`config.mk`:
```
export PLATFORM = sky130hd
export DESIGN_NAME = shift_rotate_sequencer_flat
export DESIGN_NICKNAME = d
export VERILOG_FILES = /design/src/rtl/shift_rotate_sequencer_pkg.sv /design/src/rtl/shift_rotate_sequencer_if.sv /design/src/rtl/shift_rotate_sequencer_shift_step.sv /design/src/rtl/shift_rotate_sequencer.sv /design/src/flat_wrapper.sv
export SDC_FILE = /design/constraint.sdc
export NUM_CORES = 1
export LEC_CHECK = 0
export ABC_AREA = 1
export ABC_CLOCK_PERIOD_IN_PS = 7010
export CELL_PAD_IN_SITES_DETAIL_PLACEMENT = 0
export CELL_PAD_IN_SITES_GLOBAL_PLACEMENT = 2
export CORE_MARGIN = 2
export CORE_UTILIZATION = 30
export DETAILED_ROUTE_END_ITERATION = 16
export GPL_ROUTABILITY_DRIVEN = 0
export GPL_TIMING_DRIVEN = 0
export PLACE_DENSITY = 0.84
export SYNTH_ARGS = -nofsm -noshare
export SYNTH_HDL_FRONTEND = slang
export SYNTH_SLANG_ARGS = --single-unit
```
`constraint.sdc`:
```
create_clock -name clk -period 7.01 [get_ports clk]
set_input_delay 1.402 -clock clk [delete_from_list [all_inputs] [get_ports clk]]
set_output_delay 1.402 -clock clk [all_outputs]
set_load 0.005 [all_outputs]
```
`src/rtl/shift_rotate_sequencer_pkg.sv`:
```
// Shared definitions for the shift/rotate sequencer.
//   - op encodings (OP_SHR..OP_ROL), FSM state encoding
//   - WIDTH_LOG2 / CNT_W: the remaining counter needs one extra bit so 32 fits
//   - helpers: op legality, effective step count, one single-bit step
package shift_rotate_sequencer_pkg;

  localparam int DATA_W     = 32;
  localparam int WIDTH_LOG2 = 5;
  localparam int CNT_W      = WIDTH_LOG2 + 1;

  typedef enum logic [2:0] {
    OP_SHR  = 3'b000,
    OP_SHRA = 3'b001,
    OP_SHL  = 3'b010,
    OP_ROR  = 3'b011,
    OP_ROL  = 3'b100
  } op_e;

  typedef enum logic [1:0] {
    ST_IDLE = 2'd0,
    ST_RUN  = 2'd1,
    ST_DONE = 2'd2
  } state_e;

  function automatic logic op_is_legal(logic [2:0] op);
    return (op <= OP_ROL);
  endfunction

  // Rotates wrap modulo 32; shifts saturate at 32 so large amounts fully
  // drain the word (zeros, or sign copies for SHRA). Illegal ops do nothing.
  function automatic logic [CNT_W-1:0] effective_count(logic [2:0] op, logic [31:0] amount);
    logic [CNT_W-1:0] n;
    n = '0;
    case (op)
      OP_ROR, OP_ROL:          n = {1'b0, amount[WIDTH_LOG2-1:0]};
      OP_SHR, OP_SHRA, OP_SHL: n = (|amount[31:WIDTH_LOG2]) ? CNT_W'(DATA_W)
                                                             : {1'b0, amount[WIDTH_LOG2-1:0]};
      default:                 n = '0;
    endcase
    return n;
  endfunction

  function automatic logic [DATA_W-1:0] single_step(logic [DATA_W-1:0] w, logic [2:0] op);
    logic [DATA_W-1:0] r;
    r = w;
    case (op)
      OP_SHR:  r = {1'b0, w[DATA_W-1:1]};
      OP_SHRA: r = {w[DATA_W-1], w[DATA_W-1:1]};
      OP_SHL:  r = {w[DATA_W-2:0], 1'b0};
      OP_ROR:  r = {w[0], w[DATA_W-1:1]};
      OP_ROL:  r = {w[DATA_W-2:0], w[DATA_W-1]};
      default: r = w;
    endcase
    return r;
  endfunction

endpackage

```
`src/rtl/shift_rotate_sequencer_if.sv`:
```
// Handshake bundle between the control unit (master) and the sequencer (slave).
//   start/op/data_in/amount : request, driven by master
//   result/busy/done/illegal: completion, driven by slave
interface shift_rotate_sequencer_if #(
  parameter int WIDTH = 32
);
  logic             start;
  logic [2:0]       op;
  logic [WIDTH-1:0] data_in;
  logic [31:0]      amount;
  logic [WIDTH-1:0] result;
  logic             busy;
  logic             done;
  logic             illegal;

  modport master (output start, op, data_in, amount,
                  input  result, busy, done, illegal);
  modport slave  (input  start, op, data_in, amount,
                  output result, busy, done, illegal);
endinterface

```
`src/rtl/shift_rotate_sequencer_shift_step.sv`:
```
// shift_step: combinational shifter that applies k (0..STEP) single-bit
// steps of the given op to word.
//   word   in  WIDTH  working value
//   op     in  3      operation code
//   k      in  CNT_W  number of steps to apply this cycle
//   result out WIDTH  word after k steps
module shift_step
  import shift_rotate_sequencer_pkg::*;
#(
  parameter int WIDTH = 32,
  parameter int STEP  = 1
) (
  input  logic [WIDTH-1:0] word,
  input  logic [2:0]       op,
  input  logic [CNT_W-1:0] k,
  output logic [WIDTH-1:0] result
);

  logic [WIDTH-1:0] acc;

  // Chain of STEP single-bit stages; stage i is bypassed when i >= k.
  always_comb begin
    acc = word;
    for (int i = 0; i < STEP; i++) begin
      if (CNT_W'(i) < k) acc = single_step(acc, op);
    end
    result = acc;
  end

endmodule

```
`src/rtl/shift_rotate_sequencer.sv`:
```
// shift_rotate_sequencer: multi-cycle SHR/SHRA/SHL/ROR/ROL engine that
// iterates a STEP-bit shifter until the requested count is consumed.
//   clk    in  system clock, rising edge
//   clear  in  asynchronous active-high reset (aborts any operation)
//   bus    slave side of shift_rotate_sequencer_if
//            start/op/data_in/amount captured at the accepting edge in IDLE
//            result held until next completion; busy from accept through
//            done; done one-cycle pulse; illegal with done for op 101..111
// WIDTH must be 32; STEP may be 1, 2, 4, 8 or 16.
module shift_rotate_sequencer
  import shift_rotate_sequencer_pkg::*;
#(
  parameter int WIDTH = 32,
  parameter int STEP  = 1
) (
  input  logic                    clk,
  input  logic                    clear,
  shift_rotate_sequencer_if.slave bus
);

  localparam logic [CNT_W-1:0] STEP_CNT = CNT_W'(STEP);

  state_e           state_reg;
  logic [WIDTH-1:0] work_reg;
  logic [WIDTH-1:0] result_reg;
  logic [2:0]       op_reg;
  logic [CNT_W-1:0] remaining_reg;
  logic             busy_reg;
  logic             done_reg;
  logic             illegal_reg;

  logic [CNT_W-1:0] k;
  logic [CNT_W-1:0] start_count;
  logic [WIDTH-1:0] stepped;

  assign start_count = effective_count(bus.op, bus.amount);
  // Final partial step when fewer than STEP bits remain.
  assign k = (remaining_reg < STEP_CNT) ? remaining_reg : STEP_CNT;

  shift_step #(
    .WIDTH (WIDTH),
    .STEP  (STEP)
  ) u_shift_step (
    .word   (work_reg),
    .op     (op_reg),
    .k      (k),
    .result (stepped)
  );

  always_ff @(posedge clk or posedge clear) begin
    if (clear) begin
      state_reg     <= ST_IDLE;
      work_reg      <= '0;
      result_reg    <= '0;
      op_reg        <= '0;
      remaining_reg <= '0;
      busy_reg      <= 1'b0;
      done_reg      <= 1'b0;
      illegal_reg   <= 1'b0;
    end else begin
      case (state_reg)
        ST_IDLE: begin
          if (bus.start) begin
            work_reg      <= bus.data_in;
            op_reg        <= bus.op;
            remaining_reg <= start_count;
            busy_reg      <= 1'b1;
            if (start_count == '0) begin
              // Nothing to shift (amount 0 or illegal op): complete at once.
              state_reg   <= ST_DONE;
              done_reg    <= 1'b1;
              result_reg  <= bus.data_in;
              illegal_reg <= ~op_is_legal(bus.op);
            end else begin
              state_reg   <= ST_RUN;
            end
          end
        end
        ST_RUN: begin
          work_reg      <= stepped;
          remaining_reg <= remaining_reg - k;
          if (remaining_reg == k) begin
            state_reg  <= ST_DONE;
            done_reg   <= 1'b1;
            result_reg <= stepped;
          end
        end
        ST_DONE: begin
          state_reg   <= ST_IDLE;
          busy_reg    <= 1'b0;
          done_reg    <= 1'b0;
          illegal_reg <= 1'b0;
        end
        default: begin
          state_reg <= ST_IDLE;
          busy_reg  <= 1'b0;
          done_reg  <= 1'b0;
        end
      endcase
    end
  end

  assign bus.result  = result_reg;
  assign bus.busy    = busy_reg;
  assign bus.done    = done_reg;
  assign bus.illegal = illegal_reg;

endmodule
```
`src/flat_wrapper.sv`:
```
// flat-port wrapper written by rule: the top's interface ports become plain ports
module shift_rotate_sequencer_flat import shift_rotate_sequencer_pkg::*;
#(
  parameter int WIDTH = 32,
  parameter int STEP  = 1
)
  (clk, clear, bus_start, bus_op, bus_data_in, bus_amount, bus_result, bus_busy, bus_done, bus_illegal);
  shift_rotate_sequencer_if #(.WIDTH(WIDTH)) bus_i ();
  input  logic clk;
  input  logic clear;
  input wire logic [$bits(bus_i.start)-1:0] bus_start;
  input wire logic [$bits(bus_i.op)-1:0] bus_op;
  input wire logic [$bits(bus_i.data_in)-1:0] bus_data_in;
  input wire logic [$bits(bus_i.amount)-1:0] bus_amount;
  output wire logic [$bits(bus_i.result)-1:0] bus_result;
  output wire logic [$bits(bus_i.busy)-1:0] bus_busy;
  output wire logic [$bits(bus_i.done)-1:0] bus_done;
  output wire logic [$bits(bus_i.illegal)-1:0] bus_illegal;
  assign bus_i.start = bus_start;
  assign bus_i.op = bus_op;
  assign bus_i.data_in = bus_data_in;
  assign bus_i.amount = bus_amount;
  assign bus_result = bus_i.result;
  assign bus_busy = bus_i.busy;
  assign bus_done = bus_i.done;
  assign bus_illegal = bus_i.illegal;
  shift_rotate_sequencer #(.WIDTH(WIDTH), .STEP(STEP)) u_core (.clk(clk), .clear(clear), .bus(bus_i));
endmodule
```
# Word level (Yosys, flattened, before mapping)
# Index checks and enable logic that the tools add are counted.
# Widths: inputs -> output; s select.
[op_classes] addsub=1 magnitude_cmp=3 n_eq_ne=14 muxes=26 bitwise_logic=2 n_reduce_logical=16
[op_table] op="$mux 32" count=5
[op_table] op="$pmux 32 s5" count=1
[op_table] op="$pmux 32 s2" count=2
[op_table] op="$reduce_or 27->1" count=1
[op_table] op="$pmux 6 s2" count=2
[op_table] op="$mux 6" count=3
[op_table] op="$eq 3x2->1 const B" count=4
[op_table] op="$reduce_and 2->1" count=4
[op_table] op="$eq 3x1->1 const B" count=2
[op_table] op="$eq 3x3->1 const B" count=2
[op_table] op="$eq 6x6->1" count=1
[op_table] op="$logic_not 3->1" count=2
[op_table] op="$logic_not 6->1" count=1
[op_table] op="$lt 1x6->1 const A" count=1
[op_table] op="$lt 6x1->1 const B" count=1
[op_table] op="$mux 1" count=6
[op_table] op="$mux 2" count=3
[op_table] op="$pmux 1 s2" count=3
[op_table] op="$reduce_and 3->1" count=2
[op_table] op="$sub 6x6->6" count=1
[op_table] op="$ne 2x1->1 const B" count=2
[op_table] op="$pmux 2 s2" count=1
[op_table] op="$reduce_and 4->1" count=1
[op_table] op="$reduce_bool 2->1" count=2
[op_table] op="other kinds (8)" count=9
[totals] ff_bits=78 inputBits=70 elab_cells=70

# Logic depth before layout (Yosys ltp)
[logic_depth] depth_word=7 mapped_depth=16 depth_no_buf=15

# Modules after synthesis
# Synthesis repeated with hierarchy kept, for this count alone.
[hier_totals] hier_cells=757 area_unflattened_um2=4829.6
[by_module_without_submodules] mod="shift_rotate_sequencer" n_inst=1 cells_each=526 area_each_um2=3842.4 seq_area_each_um2=1951.9
[by_module_without_submodules] mod="shift_step" n_inst=1 cells_each=231 area_each_um2=987.2 seq_area_each_um2=0.0

# Worst setup path after synthesis
# OpenSTA, ideal clock, no wires.
[synth_timing] kind="input to register" startpoint="input bus_amount[8]" endpoint="register u_core.result_reg[10] (netlist: u_core.bus.result[10])" setup_time_ns=0.116 arrival_ns=2.474 t_required_ns=6.894 setup_slack_ns=4.420 path_stages=14 n_path_buf=1 cell_sequence="nor2_1 > and2_0 > nand2_1 > nor2_1 > nand2_1 > nand2_4 > nand3_2 > clkinv_1 > nand2_2 > nand2_4 > nand2_4 > buf_4 > nand2_1 > nand2_1"
[synth_between] elab_chain_len=6
[synth_lines] item="start, declared" line="flat_wrapper.sv:14" rtl="input wire logic [$bits(bus_i.amount)-1:0] bus_amount;"
[synth_lines] item="$reduce_or 27->1" line="shift_rotate_sequencer_pkg.sv:36" rtl="OP_SHR, OP_SHRA, OP_SHL: n = (|amount[31:WIDTH_LOG2]) ? CNT_W'(DATA_W)"
[synth_lines] item="$mux 6" line="shift_rotate_sequencer_pkg.sv:36"
[synth_lines] item="$pmux 6 s2" line="shift_rotate_sequencer_pkg.sv:34" rtl="case (op)"
[synth_lines] item="$logic_not 6->1" line="shift_rotate_sequencer.sv:68" rtl="if (start_count == '0) begin"
[synth_lines] item="$ne 2x1->1 (no line)"
[synth_lines] item="$reduce_and 4->1 (no line)"
[synth_lines] item="end signal, assigned" line="shift_rotate_sequencer.sv:72" rtl="result_reg <= bus.data_in;"
[synth_lines] item="end signal, assigned" line="shift_rotate_sequencer.sv:85" rtl="result_reg <= stepped;"
[synth_lines] item="end, declared" line="shift_rotate_sequencer.sv:25" rtl="logic [WIDTH-1:0] result_reg;"
# No other way between the ends.
# A chain may end at the register's enable or synchronous reset.

# Worst setup path in the final report
[layout_timing] startpoint="input bus_op[1]" endpoint="register u_core.result_reg[10] (netlist: u_core.bus.result[10])"
[layout_between] elab_chain_len=6 word_cells_on_any_way=11 classes_between="eq/ne: 5; mux: 1; reduce/logical: 5"
[layout_lines] item="start, declared" line="flat_wrapper.sv:12" rtl="input wire logic [$bits(bus_i.op)-1:0] bus_op;"
[layout_lines] item="$eq 3x1->1 (tied with other cells)" line="shift_rotate_sequencer_pkg.sv:34"
[layout_lines] item="$reduce_or 3->1 / $reduce_or 2->1 (equally long branches)" line="shift_rotate_sequencer_pkg.sv:34"
[layout_lines] item="$pmux 6 s2 *" line="shift_rotate_sequencer_pkg.sv:34"
[layout_lines] item="$logic_not 6->1 *" line="shift_rotate_sequencer.sv:68"
[layout_lines] item="$ne 2x1->1 (no line) *"
[layout_lines] item="$reduce_and 4->1 (no line) *"
# Mark *: on every way between the ends. The rest lies on a longest branch, timed or not.

==> PnR_summary.wiki <==
{| class="wikitable"
! Metric !! Value
|-
| Cell area after technology mapping || between 4000 and 5000 µm²
|-
| XOR/XNOR Fraction of Synth Area || 0.00399
|-
| Most heavily used metal layer in global routing || met2
|-
| Cts repair resizes || 0
|-
| Antenna fix cells || 0
|-
| Setup violators final || 0
|-
| Distinct cells, synth || 35
|-
| Post-route DRC || 0
|-
| WP data arrival || approximately 3.2 ns
|-
| Crit path time final || 3.00 ns
|-
| Total die area || between 15,000 and 20,000 µm²
|-
| Internal power || 1.62 mW
|-
| Power dissipated by switching net loads || 1.35 mW
|-
| Antenna violations before repair || 0
|-
| Post-route insts no fill || 902
|-
| Number of cells in the design after placement || 887
|-
| Post-layout nets || 785
|-
| Type of origin of the critical path || input pin
|-
| Total of buffers placed on input and output ports || 104
|-
| Fraction of the mapped netlist area in adder cells || 0.00285
|-
| Portion of the post-synthesis area used by sequential elements || 0.445
|-
| Avg Cell Area, Syn || 7.34 µm²
|-
| #FFs+latches synth || 78
|-
| Power density normalized to cell area || around 500 nW/µm²
|-
| Worst ir drop on vdd || 0.194 mV
|-
| Syn Inst Count || 598
|-
| Share of post-route cells with drive strength above 1 || 0.0794
|-
| Number of vias per cell || 4.76
|-
| Final count of hold timing violations || 0
|-
| CTS Sinks || 78
|-
| Violation count after the first detailed-routing iteration || 274
|-
| Setup Total Neg Slack || 0 ns
|-
| Iteration count of the initial detailed-routing pass || 5
|-
| Kind of critical path || input pin to flop
|-
| Clock tree from TritonCTS || yes
|-
| LEAKAGE || about 2.7 nW
|-
| Maximum fanout encountered on the critical timing path || 10
|-
| DR WL/cell || 14.6 µm
|-
| Fraction of met3 tracks used by global routing || 0.0455
|-
| Met2 Usage GRT || 0.288
|-
| Final ANT Viol Nets || 0
|-
| Peak Freq || around 330 MHz
|-
| Root buffer cell || sky130_fd_sc_hd__clkbuf_16
|-
| Endpoint class of the critical path || flop
|-
| Yosys synthesis warning count || 0
|-
| Run status || completed
|-
| Overall power after layout || 2.97 mW
|-
| Core Box Area || 14,400 µm²
|-
| Leading post-synthesis cells by cell area || sky130_fd_sc_hd__dfrtp_1 44%, sky130_fd_sc_hd__nand2_1 14%, sky130_fd_sc_hd__o21ai_0 5.8%
|-
| Fraction of registers with async set/reset || 1.00
|-
| Multiplexer area fraction after synthesis || 0
|-
| Starting density of the core || 0.304
|-
| Pin count of the biggest net entering global routing || 46
|-
| HPWL reported at the end of detailed placement || approximately 9500 µm
|-
| Number of primary I/O pins || between 100 and 150
|-
| Fraction of the mapped netlist area in compound gates || 0.220
|-
| Met1 track utilization from global routing || 0.241
|-
| Clock group share of total power || 0.147
|-
| Number of max-slew violations in the final report || 0
|-
| CTS Hold Bufs || 0
|-
| Clock slew at reported path FFs || 0.06 ns
|-
| Top cell types by occurrence after synthesis || 169 x sky130_fd_sc_hd__nand2_1, 78 x sky130_fd_sc_hd__dfrtp_1, 65 x sky130_fd_sc_hd__inv_1
|-
| Area growth, synth to finish || 35.8%
|-
| Synthesized Nets || roughly 670
|-
| Simple-gate area share of the yosys netlist || 0.220
|-
| Main combinational cell family by area after synthesis || simple AND/OR/NAND/NOR gates
|-
| Clk buf depth || 2
|-
| Critical Path RT || 7.24 ns
|-
| Part of the cycle the worst path needs || 0.428
|-
| Logic gate share of total power || 0.585
|-
| Overall routing resource usage || 0.177
|-
| RSZ-0062 raised after global routing || false
|-
| Classification of the worst-slack hold path || flop to flop
|-
| Insertion delay to the later sink of the worst-skew pair || 0.34 ns
|-
| Chip Width || 125 µm
|-
| First-pass GRT wire length || about 23,000 µm
|-
| Vias in the first global route || 4,426
|-
| Synth top area share || 0.445
|-
| Setup Fix Bufs, Post-CTS || 0
|-
| MaxCap Viol Count || 0
|-
| Via count || 4,290
|-
| Routed wire length || about 13,000 µm
|-
| Worst-Margin Slew || approximately 0.56 ns
|-
| Synth area leader || sky130_fd_sc_hd__dfrtp_1
|-
| Number of placement rows || 44
|-
| Clock buffers created by TritonCTS || 9
|-
| Count of H-tree levels built during CTS || 3
|-
| Remaining Overflow, GRT || 0
|-
| Final Util || 0.413
|-
| Switching part of the total || 0.454
|-
| Post-synth EDFFs || 0
|-
| Die height || 125 µm
|-
| Flip-flop cell with the highest count after synthesis || sky130_fd_sc_hd__dfrtp_1
|-
| Most frequent cell after synthesis || sky130_fd_sc_hd__nand2_1
|-
| Worst Skew || about 0.0064 ns
|-
| Sequential group share of total power || 0.267
|-
| Relative max-transition margin || 0.626
|}
## critical path: stages
cell and delay [ns]:
sky130_fd_sc_hd__clkdlybuf4s50_1 0.55, sky130_fd_sc_hd__nor2_1 0.10, sky130_fd_sc_hd__nor2_4 0.11, sky130_fd_sc_hd__nor2_1 0.07, sky130_fd_sc_hd__o31ai_2 0.34, sky130_fd_sc_hd__nand2_2 0.11, sky130_fd_sc_hd__nand2_4 0.09, sky130_fd_sc_hd__nand2_4 0.11
sky130_fd_sc_hd__buf_4 0.22, sky130_fd_sc_hd__nand2_1 0.07, sky130_fd_sc_hd__nand2_1 0.05
## cells by family (layout without fill, tap and decap cells)
group | after synthesis | in the layout
AO/OA/AOI/OAI | 175 | 175
XOR/XNOR | 2 | 2
adder cells (fa/ha/maj) | 1 | 1
buffers and inverters | 108 | 228
flip-flops | 78 | 78
AND/OR/NAND/NOR | 234 | 234
## through the flow
| step | hold WS, ns | setup slack (ns) | cell area [µm²] |
|---|---|---|---|
| floorplan | 0.453 | 3.61 | 4390 |
| global placement | 0.464 | 2.09 | 5660 |
| detailed placement | 0.464 | 3.67 | 5690 |
| CTS | 0.483 | 4.03 | 5960 |
| global route | 0.510 | 3.90 | 5960 |
| finish | 0.475 | 4.01 | 5960 |
## worst paths after layout
| path | startpoint | endpoint | slack [ns] | depth (start not counted) |
|---|---|---|---|---|
| min in group asynchronous | clear | u_core.bus.busy | 1.45 | 2 |
| max | bus_op[1] | u_core.bus.result[10] | 4.01 | 11 |
| min reg2reg | u_core.bus.done | u_core.bus.done | 0.48 | 2 |
| max in group asynchronous | clear | u_core.op_reg[2] | 4.96 | 3 |
| max reg2reg | u_core.state_reg[1] | u_core.work_reg[8] | 5.06 | 7 |
| min | u_core.bus.done | u_core.bus.done | 0.48 | 2 |
## power by group through the flow
stage | Combinational, mW | Clock (mW) | Sequential, mW
2_1_floorplan | 1.15 | 0 | 0.793
3_3_place_gp | 1.73 | 0 | 0.796
3_5_place_dp | 1.74 | 0 | 0.801
4_1_cts | 1.76 | 0.454 | 0.796
5_1_grt | 1.98 | 0.472 | 0.827
6_report | 1.74 | 0.438 | 0.795
## cell usage in the layout, fill, tap and decap left out, types with 2 or more instances in the layout
cell                              synthesis  final
sky130_fd_sc_hd__nand2_4                  3      3
sky130_fd_sc_hd__nand4_1                  3      3
sky130_fd_sc_hd__clkbuf_8                 0      2
sky130_fd_sc_hd__clkdlybuf4s50_1          0    104
sky130_fd_sc_hd__o21ai_1                 49     49
sky130_fd_sc_hd__nand2_2                  4      4
sky130_fd_sc_hd__o221ai_1                 2      2
sky130_fd_sc_hd__clkbuf_1                12     15
sky130_fd_sc_hd__nor3_1                   2      2
sky130_fd_sc_hd__nand2_1                169    169
sky130_fd_sc_hd__a21oi_1                 28     28
sky130_fd_sc_hd__nor2_1                  38     38
sky130_fd_sc_hd__inv_1                   65     64
sky130_fd_sc_hd__buf_6                    4      4
sky130_fd_sc_hd__inv_4                    1      2
sky130_fd_sc_hd__clkbuf_16                0      9
sky130_fd_sc_hd__o21ai_0                 51     51
sky130_fd_sc_hd__nor2_4                   2      2
sky130_fd_sc_hd__xor2_1                   2      2
sky130_fd_sc_hd__buf_1                    2      2
sky130_fd_sc_hd__buf_2                   11     11
sky130_fd_sc_hd__dfrtp_1                 78     78
sky130_fd_sc_hd__nand3_1                  8      8
sky130_fd_sc_hd__inv_2                    6      6
sky130_fd_sc_hd__a22oi_1                 10     10
sky130_fd_sc_hd__o22ai_1                 31     31
sky130_fd_sc_hd__buf_4                    6      6
## metal layers
layer	vias up	part of all wire
met5	-	0
met4	0	0.011
met3	12	0.044
met2	104	0.47
met1	1987	0.48
li1	2187	-
## final cells by class
type | count | area, µm²
fill | 1527 | 8470
multi-input combinational | 412 | 1960
sequential | 78 | 1950
timing repair buffer | 105 | 1070
inverter | 73 | 279
clock buffer | 14 | 264
tap | 184 | 230
buffer | 35 | 198
clock inverter | 1 | 5.00
Note: power is estimated with default switching activity, not from simulation.
